===== config.mk =====
export PLATFORM = sky130hd
export DESIGN_NAME = stopwatch_counter
export DESIGN_NICKNAME = d
export VERILOG_FILES = /design/src/rtl/stopwatch_counter.sv
export SDC_FILE = /design/constraint.sdc
export NUM_CORES = 1
export LEC_CHECK = 0
export ABC_AREA = 1
export CORE_MARGIN = 2
export CORE_UTILIZATION = 50
export CTS_BUF_LIST = sky130_fd_sc_hd__clkbuf_4
export DETAILED_ROUTE_END_ITERATION = 10
export DONT_BUFFER_PORTS = 1
export GPL_TIMING_DRIVEN = 0
export SETUP_SLACK_MARGIN = 0.3
export SYNTH_ARGS = -nofsm -noshare
export SYNTH_HDL_FRONTEND = slang
export SYNTH_SLANG_ARGS = --single-unit

===== constraint.sdc =====
create_clock -name clk -period 3.4 [get_ports clk]
set_clock_uncertainty 0.15 [all_clocks]
set_input_delay 0.68 -clock clk [delete_from_list [all_inputs] [get_ports clk]]
set_output_delay 0.68 -clock clk [all_outputs]
set_load 0.02 [all_outputs]

===== src/rtl/stopwatch_counter.sv =====
// Six-digit BCD stopwatch time base (mm:ss.cc) with an internal centisecond prescaler.
// Optional lap capture register enabled by defining STOPWATCH_LAP_EN.
module stopwatch_counter #(
  parameter int unsigned CLK_HZ  = 50_000_000,
  parameter int unsigned TICK_HZ = 100
) (
  input  logic        clk,
  input  logic        rst,
  input  logic        EN,
  input  logic        load,
  input  logic [23:0] load_value,
`ifdef STOPWATCH_LAP_EN
  input  logic        lap,
  output logic [23:0] lap_time,
`endif
  output logic [23:0] count,
  output logic        tick,
  output logic        wrap
);

  localparam int unsigned DIV  = CLK_HZ / TICK_HZ;
  localparam int unsigned PS_W = $clog2(DIV);
  localparam logic [PS_W-1:0] PS_LAST = PS_W'(DIV - 1);

  logic [PS_W-1:0] ps;
  logic [23:0]     load_clean;
  logic [23:0]     count_inc;
  logic            inc_carry;

  function automatic logic [3:0] clamp_digit(input logic [3:0] d, input logic [3:0] lim);
    return (d > lim) ? 4'd0 : d;
  endfunction

  always_comb begin
    load_clean = {clamp_digit(load_value[23:20], 4'd5),
                  clamp_digit(load_value[19:16], 4'd9),
                  clamp_digit(load_value[15:12], 4'd5),
                  clamp_digit(load_value[11:8],  4'd9),
                  clamp_digit(load_value[7:4],   4'd9),
                  clamp_digit(load_value[3:0],   4'd9)};
  end

  // Ripple-carry BCD increment; digit 3 (sec tens) and 5 (min tens) roll at 5.
  // Carry out of the top digit is exactly the 59:59.99 -> 00:00.00 wrap.
  always_comb begin
    logic [3:0] lim;
    count_inc = count;
    inc_carry = 1'b1;
    for (int unsigned i = 0; i < 6; i++) begin
      lim = (i == 3 || i == 5) ? 4'd5 : 4'd9;
      if (inc_carry) begin
        if (count[4*i +: 4] == lim) begin
          count_inc[4*i +: 4] = 4'd0;
        end else begin
          count_inc[4*i +: 4] = count[4*i +: 4] + 4'd1;
          inc_carry           = 1'b0;
        end
      end
    end
  end

  always_ff @(posedge clk) begin
    if (!rst) begin
      count <= '0;
      ps    <= '0;
      tick  <= 1'b0;
      wrap  <= 1'b0;
    end else if (load) begin
      count <= load_clean;
      ps    <= '0;
      tick  <= 1'b0;
      wrap  <= 1'b0;
    end else if (EN) begin
      if (ps == PS_LAST) begin
        ps    <= '0;
        count <= count_inc;
        tick  <= 1'b1;
        wrap  <= inc_carry;
      end else begin
        ps    <= ps + 1'b1;
        tick  <= 1'b0;
        wrap  <= 1'b0;
      end
    end else begin
      tick <= 1'b0;
      wrap <= 1'b0;
    end
  end

`ifdef STOPWATCH_LAP_EN
  // Captures the pre-update count, so a lap coincident with load sees the old value.
  always_ff @(posedge clk) begin
    if (!rst) begin
      lap_time <= '0;
    end else if (lap) begin
      lap_time <= count;
    end
  end
`endif

endmodule


==> results summary <==
The final total negative setup slack came out at 0 ns. The maximum VDD drop came out at 302.6 µV. The power density over the cells is 381.0 mW/mm². After clock tree synthesis, the setup repair step added 0 buffers.

Data on the critical path arrives at its endpoint at 2.00 ns. The hold violation count in the final report came out at 0. The required time reported for the critical path endpoint is 3.52 ns.

Across the run, the number of max-cap violations was 0. The final count of pins violating max slew came out at 0. From synthesis to final layout, the design area changed by 6.947%.

The floorplan has 26 rows. From bottom edge to top edge, the die measures 78.00 µm. The delay of the slowest critical-path stage came out at 0.58 ns. The average wire per standard cell came out at 12.84 µm. The dominant cell type by count on the critical path is nand2_1. The violation count after the first detailed-routing iteration is 132. The final setup violation count is 0.

The path type of the worst setup path is reg2reg. On the critical path, the stage with the largest delay is an instance of dfxtp_1. The clock-pin slew of the registers on the worst-case setup and hold paths came out at 0.14 ns. The worst-margin pin slew is 0.5790 ns. The flow ran to the end, and the final reports show no timing, DRC or antenna violations. In this run, CTS created clock tree buffers numbering 5.

The number of sinks driven by the clock tree came out at 45. The first-pass detailed-route iteration total came out at 5. The share of the clock period used by the worst path after layout is 55.29%.

The number of antenna repair diodes came out at 0. The synthesized netlist cell count is 437. The clock reaches the later pin of the worst-skew pair after 0.36 ns. The initial antenna violation count is 0. The overall via count from detail_route is 2696. The count of antenna-violating nets left after detailed routing is 0. After global routing the overflow that remains totals 0. The deepest level of the CTS H-tree came out at 2.

The via density per instance is 5.235. The placed instances occupy a cell area of 0.002825 mm². The worst hold slack is 0.2763 ns. The HPWL after detailed placement came out at 5.061 mm. Sequential cells were found to cover 32.91% of the synthesized design area. The origin of the worst setup path is count[0]. The via count of the first global-routing pass came out at 2387.

The aggregate global-route resource usage came out at 22.66%. The effective utilization at floorplan is 52.60%. The total of buffers placed on input and output ports came out at 0. The worst hold path belongs to the class in2reg. The post-synthesis average cell area came out at 6.265 µm². The final routed wirelength across all metal layers is 6.613 mm. The floorplan step set the die width to 78.00 µm. In the final layout, the share of cells above drive strength 1 is 8.539%. At the end of routability-driven placement, the weighted congestion stood at 0.8698.

Across all register-to-register paths, the minimum setup slack is 1.52 ns. The worst register-to-register path ends at count[20]. The net count after synthesis is 466. The worst setup path endpoint is count[20].

The startpoint class of the critical path is a flip-flop. For this run, the post-layout net count is 473. The instance count on the critical path came out at 9. Timing would allow up to 0.5320 GHz.

After filler insertion, the fill cell instance count of the layout stands at 564. In this run the critical register-to-register path is launched from count[0]. The number of warning messages in the yosys log came out at 0. The detailed-route DRC error count came out at 0. The relative slew slack is 61.40%.

Setup repair after global routing left no endpoint under its margin. The largest net degree at the start of global routing came out at 15. The post-synthesis cell type count is 33. The post-cts sizing count is 0. The cell family contributing the most delay on the critical path is simple AND/OR/NAND/NOR gates.

The number of buffers and inverters on the critical path is 0. Leaving out fill and tap cells, the most frequent cell in the layout is nand2_1. The final instance area came out at 0.002928 mm². The maximum fanout along the worst path is 6. The length in cells of the worst reg-to-reg path came out at 9.

Walking the worst path, the cells encountered are nand2_1, nor2_2, nand2_1, nor2_2, nand3_2, nand2_2, nand2_1, nand2_1, nor2_1. The sort of element at the end of the critical path is a flip-flop. After floorplanning, the core was sized to cover 0.005205 mm². For the finished layout, the period the worst path requires is 1.880 ns.

The clock tree buffer depth came out at 2. The I/O pin count came out at 54. The library cells used most frequently in the layout, excluding fill and tap cells, are nand2_1 (103), nor2_1 (75), inv_1 (51). The utilization after layout is 56.25%. In this run, post-CTS hold repair placed 0 buffers.

The reported leakage power came out at 1.248 nW. The synthesized design contains 45 register bits. The area enclosed by the die boundary came out at 0.006083 mm². The synthesized area came out at 0.002738 mm².

The tree is rooted in a clkbuf_4. TritonCTS built the clock tree. The wire length of the first global-routing pass came out at 11.09 mm.
stage by stage:
stage / instances / total power [W] / setup WS [ns]
after floorplan: 437 / 0.0006867 / 1.558
after global placement: 507 / 0.0007155 / 1.363
after detailed placement: 507 / 0.0007166 / 1.361
after CTS: 515 / 0.001127 / 1.520
after global routing: 515 / 0.001165 / 1.333
final: 515 / 0.001116 / 1.520
state kept, by name (all words and copies together) (netlist names):
signal and count:
wrap 1, ps 19, tick 1, count 24
where the power goes:
| part | total [W] | internal [W] | switching (W) | leakage [nW] |
|---|---|---|---|---|
| combinational | 0.000120 | 0.0000421 | 0.0000780 | 0.827 |
| clock | 0.000410 | 0.000228 | 0.000182 | 0.0552 |
| sequential | 0.000585 | 0.000544 | 0.0000416 | 0.366 |
| total | 0.00112 | 0.000814 | 0.000302 | 1.25 |
cell type report:
class	count	area, µm²	share of cell area [%]
buffer	9	42.54	1.453
clock buffer	5	37.54	1.282
clock inverter	3	65.06	2.222
inverter	59	221.5	7.564
multi-input combinational	324	1573	53.72
sequential	45	900.9	30.77
tap	70	87.58	2.991
kinds of logic (layout without fill, tap and decap cells):
family | after synthesis | in the layout | synth area share (%)
AND/OR/NAND/NOR | 252 | 252 | 40.63
buffers and inverters | 68 | 76 | 9.643
AO/OA/AOI/OAI | 52 | 52 | 10.28
flip-flops | 45 | 45 | 32.91
XOR/XNOR | 19 | 19 | 6.079
adder cells (fa/ha/maj) | 1 | 1 | 0.4570
routing by layer:
layer | share of wire, % | GRT usage (%)
met4 | 0.65 | 5.789
met1 | 50 | 31.58
met3 | 7.8 | 6.279
met2 | 42 | 34.57
met5 | 0 | 0
how the worst min path moves through the flow:
stage | startpoint | endpoint | slack, ns | cells past startpoint
2_1_floorplan | ps[17] | ps[17] | 0.30 | 2
3_3_place_gp | ps[17] | ps[17] | 0.32 | 2
3_5_place_dp | ps[17] | ps[17] | 0.33 | 2
4_1_cts | rst | count[12] | 0.26 | 2
5_1_grt | rst | count[12] | 0.26 | 2
6_report | rst | count[7] | 0.28 | 2
cells in the mapped netlist:
cell	n	area, µm²
a21oi_2	1	8.760
o21ai_1	3	15.01
nand2_2	4	25.02
and2_1	1	6.260
nor2_1	75	281.5
nor2_2	3	18.77
a22oi_1	2	15.01
buf_4	1	7.510
nor2_4	1	11.26
nor3_1	8	40.04
a41oi_1	1	8.760
a31oi_1	2	12.51
nand3b_1	1	7.510
a21oi_1	22	110.1
nor2_8	1	20.02
xor2_1	19	166.4
or2_2	1	6.260
nand2_1	103	386.6
nor3_2	3	30.03
nand3_1	41	205.2
a31o_2	1	8.760
inv_1	51	191.4
dfxtp_1	45	900.9
inv_2	8	30.03
a21o_1	1	7.510
clkbuf_1	4	15.01
nor3b_1	3	22.52
buf_2	4	20.02
nor4_1	1	6.260
ha_1	1	12.51
nand4_1	4	25.02
nand3_2	2	20.02
o21ai_0	19	95.09
worst register-to-register path: stages, from the launching register on:
cell	delay, ns
dfxtp_1	0.58
nand2_1	0.14
nor2_2	0.16
nand2_1	0.12
nor2_2	0.18
nand3_2	0.17
nand2_2	0.14
nand2_1	0.06
nand2_1	0.05
nor2_1	0.04
Note: power is estimated with default switching activity, not from simulation.
